`src/rtl/core_scheduler_pkg.sv`:
```
// Shared core package: pipeline state encoding broadcast to register files,
// ALUs, LSUs and PC units, plus small helpers used by the scheduler.
package core_scheduler_pkg;

    typedef enum logic [2:0] {
        IDLE    = 3'b000,
        FETCH   = 3'b001,
        DECODE  = 3'b010,
        REQUEST = 3'b011,
        WAIT    = 3'b100,
        EXECUTE = 3'b101,
        UPDATE  = 3'b110,
        DONE    = 3'b111
    } core_state_t;

    localparam int CNT_W = 16;

    // Retired-instruction count sticks at all-ones instead of wrapping.
    function automatic logic [CNT_W-1:0] sat_inc(input logic [CNT_W-1:0] v);
        return (v == '1) ? v : v + 16'd1;
    endfunction

endpackage

```
`src/rtl/core_scheduler_if.sv`:
```
// Scheduler bus: fetcher/decoder/LSU/PC-unit inputs and the state broadcast.
interface core_scheduler_if
    import core_scheduler_pkg::*;
#(
    parameter int THREADS = 4,
    parameter int PC_W    = 8
);
    logic               fetch_valid;
    logic               decoded_ret;
    logic [THREADS-1:0] lsu_busy;
    logic [PC_W-1:0]    next_pc;
    core_state_t        core_state;
    logic               fetch_req;
    logic [PC_W-1:0]    current_pc;
    logic [CNT_W-1:0]   instr_count;
    logic               done;

    modport slave (
        input  fetch_valid, decoded_ret, lsu_busy, next_pc,
        output core_state, fetch_req, current_pc, instr_count, done
    );

    modport master (
        output fetch_valid, decoded_ret, lsu_busy, next_pc,
        input  core_state, fetch_req, current_pc, instr_count, done
    );
endinterface

```
`src/rtl/core_scheduler.sv`:
```
// Core scheduler: sequences one instruction at a time through
// FETCH..UPDATE until the decoder reports RET, then parks in DONE.
module core_scheduler
    import core_scheduler_pkg::*;
#(
    parameter int THREADS = 4,
    parameter int PC_W    = 8
) (
    input  logic              clk,
    input  logic              reset,
    input  logic              start,
    core_scheduler_if.slave   bus
);

    core_state_t        state_q, state_d;
    logic [PC_W-1:0]    pc_q, pc_d;
    logic [CNT_W-1:0]   cnt_q, cnt_d;
    logic [THREADS-1:0] lsu_busy;
    logic               any_lsu_busy;

    assign lsu_busy     = bus.lsu_busy;
    assign any_lsu_busy = |lsu_busy;

    always_ff @(posedge clk or posedge reset) begin
        if (reset) begin
            state_q <= IDLE;
            pc_q    <= '0;
            cnt_q   <= '0;
        end else begin
            state_q <= state_d;
            pc_q    <= pc_d;
            cnt_q   <= cnt_d;
        end
    end

    always_comb begin
        state_d = state_q;
        pc_d    = pc_q;
        cnt_d   = cnt_q;
        unique case (state_q)
            IDLE: begin
                if (start) begin
                    state_d = FETCH;
                    pc_d    = '0;
                    cnt_d   = '0;
                end
            end
            FETCH:   if (bus.fetch_valid) state_d = DECODE;
            DECODE:  state_d = REQUEST;
            REQUEST: state_d = WAIT;
            WAIT:    if (!any_lsu_busy) state_d = EXECUTE;
            EXECUTE: state_d = UPDATE;
            UPDATE: begin
                // RET leaves the PC on the returning instruction.
                cnt_d = sat_inc(cnt_q);
                if (bus.decoded_ret) begin
                    state_d = DONE;
                end else begin
                    state_d = FETCH;
                    pc_d    = bus.next_pc;
                end
            end
            DONE:    state_d = DONE;
            default: state_d = IDLE;
        endcase
    end

    assign bus.core_state  = state_q;
    assign bus.fetch_req   = (state_q == FETCH);
    assign bus.done        = (state_q == DONE);
    assign bus.current_pc  = pc_q;
    assign bus.instr_count = cnt_q;

endmodule

```
`src/flat_wrapper.sv`:
```
// flat-port wrapper written by rule: the top's interface ports become plain ports
module core_scheduler_flat import core_scheduler_pkg::*;
#(
    parameter int THREADS = 4,
    parameter int PC_W    = 8
)
  (clk, reset, start, bus_fetch_valid, bus_decoded_ret, bus_lsu_busy, bus_next_pc, bus_core_state, bus_fetch_req, bus_current_pc, bus_instr_count, bus_done);
  core_scheduler_if #(.THREADS(THREADS), .PC_W(PC_W)) bus_i ();
  input  logic clk;
  input  logic reset;
  input  logic start;
  input wire logic [$bits(bus_i.fetch_valid)-1:0] bus_fetch_valid;
  input wire logic [$bits(bus_i.decoded_ret)-1:0] bus_decoded_ret;
  input wire logic [$bits(bus_i.lsu_busy)-1:0] bus_lsu_busy;
  input wire logic [$bits(bus_i.next_pc)-1:0] bus_next_pc;
  output wire logic [$bits(bus_i.core_state)-1:0] bus_core_state;
  output wire logic [$bits(bus_i.fetch_req)-1:0] bus_fetch_req;
  output wire logic [$bits(bus_i.current_pc)-1:0] bus_current_pc;
  output wire logic [$bits(bus_i.instr_count)-1:0] bus_instr_count;
  output wire logic [$bits(bus_i.done)-1:0] bus_done;
  assign bus_i.fetch_valid = bus_fetch_valid;
  assign bus_i.decoded_ret = bus_decoded_ret;
  assign bus_i.lsu_busy = bus_lsu_busy;
  assign bus_i.next_pc = bus_next_pc;
  assign bus_core_state = bus_i.core_state;
  assign bus_fetch_req = bus_i.fetch_req;
  assign bus_current_pc = bus_i.current_pc;
  assign bus_instr_count = bus_i.instr_count;
  assign bus_done = bus_i.done;
  core_scheduler #(.THREADS(THREADS), .PC_W(PC_W)) u_core (.clk(clk), .reset(reset), .start(start), .bus(bus_i));
endmodule
```
`config.mk`:
```
export PLATFORM = sky130hd
export DESIGN_NAME = core_scheduler_flat
export DESIGN_NICKNAME = d
export VERILOG_FILES = /design/src/rtl/core_scheduler_pkg.sv /design/src/rtl/core_scheduler_if.sv /design/src/rtl/core_scheduler.sv /design/src/flat_wrapper.sv
export SDC_FILE = /design/constraint.sdc
export NUM_CORES = 1
export LEC_CHECK = 0
export CORE_ASPECT_RATIO = 1.25
export CORE_MARGIN = 2
export CORE_UTILIZATION = 42
export CTS_CLUSTER_DIAMETER = 120
export DETAILED_ROUTE_END_ITERATION = 7
export PLACE_DENSITY = 0.73
export SLEW_MARGIN = 30
export SYNTH_ARGS = -nofsm -noshare
export SYNTH_HDL_FRONTEND = slang
export SYNTH_SLANG_ARGS = --single-unit
export TNS_END_PERCENT = 5
```
`constraint.sdc`:
```
create_clock -name clk -period 1.8 [get_ports clk]
set_clock_uncertainty 0.05 [all_clocks]
set_input_delay 0.54 -clock clk [delete_from_list [all_inputs] [get_ports clk]]
set_output_delay 0.54 -clock clk [all_outputs]
set_load 0.005 [all_outputs]
```
Word-level counts from Yosys, hierarchy flattened:

Index checks and enable logic that the tools add are counted.

* add/subtract/negate cells: 1
* $mul: 0
* div/mod/pow operators: 0
* $lt $le $gt $ge: 0
* equal/unequal tests: 13
* shifts and indexed selects: 0
* mux-type cells: 11
* bitwise logic cells: 0
* reductions and logical operators: 6

Operators with widths (count)
* $mux W16: 2
* $pmux W16 S2: 1
* $pmux W3 S8: 1
* $add A16 B1 Y16 const B: 1
* $eq A16 B16 Y1 const B: 1
* $mux W8: 2
* $pmux W8 S2: 1
* $eq A3 B3 Y1 const B: 4
* $mux W3: 4
* $ne A2 B2 Y1 const B: 5
* $reduce_and A3 Y1: 3
* $eq A3 B2 Y1 const B: 2
* $reduce_or A4 Y1: 1
* $eq A3 B1 Y1 const B: 1
* $logic_not A3 Y1: 1
* $reduce_bool A2 Y1: 1

* flip-flop bits (word level): 27
* latch bits: 0
* RAM bits: 0
* ROM bits: 0
* output and inout bits: 29
* logic and storage cells: 34
* memories kept: 0

Logic depth before layout (Yosys ltp):

* word-level depth: 3
* gate-level depth with buffers: 7
* gate-level depth less buffers: 5

Worst setup path after synthesis:

No wires, ideal clock.

* path kind: flip-flop to flip-flop
* from: reg u_core.cnt_q[0], in the netlist u_core.bus.instr_count[0]
* to: reg u_core.cnt_q[14], in the netlist u_core.bus.instr_count[14]
* arrival: 1.675 ns
* data required time: 1.626 ns
* path slack: -0.049 ns
* stages on the path, launching flop included: 6
* path buffers: 0
* clock period less this slack: 1.849 ns
* path through: dfrtp_1 -> ha_1 -> nand3_2 -> or3_1 -> o211a_1 -> a211o_1

* cells in the longest elaborated chain, start to end: 3

RTL lines
* start: declaration: RTL line core_scheduler.sv:17 `logic [CNT_W-1:0] cnt_q, cnt_d;`
* start signal: assignment: RTL line core_scheduler.sv:32 `cnt_q <= cnt_d;`
* $add A16 B1 Y16 / $eq A16 B16 Y1 (equally long branches): RTL line core_scheduler_pkg.sv:20 `return (v == '1) ? v : v + 16'd1;`
* $mux W16 / $ne A2 B2 Y1 (equally long branches)
* $pmux W16 S2 / $reduce_and A3 Y1 (equally long branches)

Parallel ways exist; a longest one is shown, timed or not. The select of a mux whose other input is x is not followed.
A chain may end at the register's enable or synchronous reset.

Worst setup path after layout:

* from: reg u_core.state_q[1], in the netlist u_core.bus.core_state[1]
* to: out bus_fetch_req

* cells in the longest elaborated chain, start to end: 1

RTL lines
* start: declaration: RTL line core_scheduler.sv:15 `core_state_t state_q, state_d;`
* start signal: assignment: RTL line core_scheduler.sv:30 `state_q <= state_d;`
* $eq A3 B1 Y1: RTL line core_scheduler.sv:69 `assign bus.fetch_req = (state_q == FETCH);`
* end: declaration: RTL line flat_wrapper.sv:17 `output wire logic [$bits(bus_i.fetch_req)-1:0] bus_fetch_req;`

Every way passes these cells.

==> results.txt <==
First-pass GRT wire length -> 6530 um
RSZ-0062 raised after global routing -> yes
Synth cell types -> 38
Pint -> 1.71 mW
Total I/O pin count -> 46
Relative slew slack -> 76.7%
Total power -> 2.75 mW
Clock Pin Slew Worst Setup and Hold Paths -> 0.09 ns
CTS tree -> built
PwrDens -> 1250 nW/um^2
CTS Buffer Depth -> 2
P&R area growth vs syn -> 47.7%
DIE WIDTH -> 57.3 um
Layout cells sized above 1 -> 19.2%
Hold Slack -> 0.440 ns
Post-synth ARST share -> 100%
Sink Count -> 27
Pin count of the biggest net entering global routing -> 28
Vias/cell -> 5.53
Yosys Warn Count -> 0
CP max FO -> 8
Initial Util -> 43.2%
Die height -> 70.6 um
WL final -> 3970 um
Cell Rows -> 24
Startpoint Class -> flop
Clk_lat worst skew -> 0.27 ns
Sequential power share -> 34.7%
Reg2Reg Launch Point -> u_core.bus.core_state[2]$_DFFE_PP0P_
Post-DR wirelength/cell -> 14.8 um
Critical Path Source -> u_core.bus.core_state[1]$_DFFE_PP0P_
Via count -> 1481
Most common cell after layout, fill and taps aside -> nand2_1
Max cap viols -> 0
Number of enable flip-flop cells after synthesis -> 0
R2r setup slk -> 0.03 ns
CP bufs+invs -> 2
Synth area leaders -> dfrtp_1 (45%), nand2_1 (7.3%), o21ai_0 (6.0%), o22a_1 (3.5%), nor4_1 (2.9%)
CP max stage delay -> 0.42 ns
Layout Utilization -> 63.7%
Switching portion of total power -> 37.8%
Fmax -> 0.560 GHz
Slew @ Worst Pin -> 0.350 ns
Tcrit/Tclk final -> 99.2%
Gp weighted congestion -> 0.813
Drt pass-1 iters -> 4
R2R depth -> 5
Synth area leader -> dfrtp_1
Critical Path, Cell by Cell -> buf_4 -> nor2_1 -> dlygate4sd2_1
Hpwl dp -> 2890 um
All-layer global routing usage -> 20.0%
Setup violators final -> 0
WP depth -> 3
Leak -> 1.03 nW
Vias in the first global route -> 1444
Max VDD drop -> 0.752 mV
Post-synthesis register bit count -> 27
Layout Cells excl Fill -> 268
Antenna Cells -> 0
Clock root buffer -> clkbuf_8
Global route total overflow -> 0
Syn nets -> 183
Seq/Total Area, Yosys -> 45.3%
Post-layout min period -> 1.79 ns
Slew Viols, Final -> 0
FF-to-FF End -> u_core.bus.instr_count[11]$_DFFE_PP0P_
CP Class -> flop to primary output
Initial antenna violation count -> 0
Comb power frac -> 52.6%
Post-Syn Area -> 1490 um^2
Worst setup path end -> bus_fetch_req
CTS Buf Count -> 3
Initial DRC Count -> 46
Setup crit end kind -> primary output
Hold Path Class -> flop to flop
Worst path slowest cell -> dfrtp_1
Outcome -> completed
Most frequent cells in the layout -> nand2_1 (29), clkdlybuf4s50_1 (23), dfrtp_1 (21), dlygate4sd2_1 (19), buf_4 (18)
Placed cells -> 262
Net Sw Power -> 1.04 mW
Top FF cell, synth -> dfrtp_1
Required @ worst endpoint -> 1.21 ns
Core area -> 3450 um^2
CTS H-tree depth -> 1
Die Area -> 4040 um^2
Nets -> 248
Post-Syn Instances -> 165
Fraction of power consumed by the clock network -> 12.7%
Delay-heaviest family, CP -> flip-flops
Final Hold Vio Count -> 0
Residual DRC -> 0
# port buffers -> 45
Worst path arrival time -> 1.20 ns
Share of the synthesized area in the top cell type -> 45.3%
Final antenna-violating net count -> 0
Syn Area/Cell -> 9.03 um^2
==> registers in the layout, indices dropped and copies added (netlist names) <==
name and cells:
u_core.bus.current_pc 8, u_core.bus.core_state 3, u_core.bus.instr_count 16
==> metrics by stage <==
| step | setup WS, ns | TNS [ns] | cell area [um^2] |
|---|---|---|---|
| after floorplan | 0.00117 | 0 | 1510 |
| after global placement | -0.369 | -5.37 | 2120 |
| after detailed placement | -0.417 | -6.31 | 2120 |
| after CTS | -0.00266 | -0.00503 | 2170 |
| after global routing | -0.0438 | -0.102 | 2200 |
| final | 0.0140 | 0 | 2200 |
==> power by group through the flow <==
stage / sequential, mW / combinational (mW) / clock (mW)
2_1_floorplan: 0.969 / 0.614 / 0
3_3_place_gp: 0.956 / 1.36 / 0
3_5_place_dp: 0.965 / 1.41 / 0
4_1_cts: 0.953 / 1.41 / 0.355
5_1_grt: 0.977 / 1.58 / 0.366
6_report: 0.954 / 1.45 / 0.351
==> synth_stat cells (3+ instances only) <==
master    instances
nand2_1          29
dfrtp_1          27
o21ai_0          18
nor2_1            9
inv_1             8
nor3_1            7
nor4_1            7
o22a_1            6
clkbuf_1          5
a21oi_1           4
nand3_1           4
nand4_1           4
a221o_1           3
o211ai_1          3
==> final cells by class <==
class / instances / area, um^2
flip-flops and latches: 27 / 683
inverters: 8 / 30.0
well taps: 39 / 48.8
repair buffers: 67 / 607
fillers: 284 / 1250
clock buffers: 4 / 45.0
multi-input cells: 123 / 787
==> worst reg2reg max path, stage by stage, from the launching register on <==
cell	delay (ns)
dfrtp_1	0.43
buf_6	0.14
buf_4	0.15
and3b_2	0.30
a21o_4	0.26
a221o_1	0.35
==> cell families (layout without fill, tap and decap cells) <==
kind of cell             count (synthesis)  after routing  synth area share (%)
buffers and inverters                   16             79                  4.95
adder cells (fa/ha/maj)                  1              1                 0.839
multiplexers                             2              2                  1.34
flip-flops                              27             27                  45.3
XOR/XNOR                                 1              1                 0.588
AO/OA/AOI/OAI                           41             42                  18.9
AND/OR/NAND/NOR                         77             77                  28.0
==> per-layer routing <==
| layer | up-vias | share of wire, % | track usage, % |
|---|---|---|---|
| met5 | - | 0 | 0 |
| li1 | 731 | - | - |
| met1 | 708 | 42 | 24.5 |
| met4 | 0 | 0.91 | 5.17 |
| met3 | 4 | 4.0 | 2.19 |
| met2 | 38 | 53 | 36.8 |
==> worst min path at each step <==
stage                                                    start                                    to  slack, ns  cells past startpoint
after floorplan           u_core.bus.current_pc[0]$_DFFE_PP0P_  u_core.bus.current_pc[0]$_DFFE_PP0P_       0.42                      2
after global placement    u_core.bus.current_pc[0]$_DFFE_PP0P_  u_core.bus.current_pc[0]$_DFFE_PP0P_       0.41                      2
after detailed placement  u_core.bus.current_pc[6]$_DFFE_PP0P_  u_core.bus.current_pc[6]$_DFFE_PP0P_       0.42                      2
after CTS                 u_core.bus.current_pc[6]$_DFFE_PP0P_  u_core.bus.current_pc[6]$_DFFE_PP0P_       0.45                      2
after global routing      u_core.bus.current_pc[1]$_DFFE_PP0P_  u_core.bus.current_pc[1]$_DFFE_PP0P_       0.48                      2
final                     u_core.bus.current_pc[6]$_DFFE_PP0P_  u_core.bus.current_pc[6]$_DFFE_PP0P_       0.44                      2
==> what timing repair did <==
item,CTS,global route
cloned,0,1
setup endpoints to repair,33,16
hold buffers,0,0
pin swaps,0,4
gates resized for setup,32,9
setup buffers,1,0
Note: power is estimated with default switching activity, not from simulation.
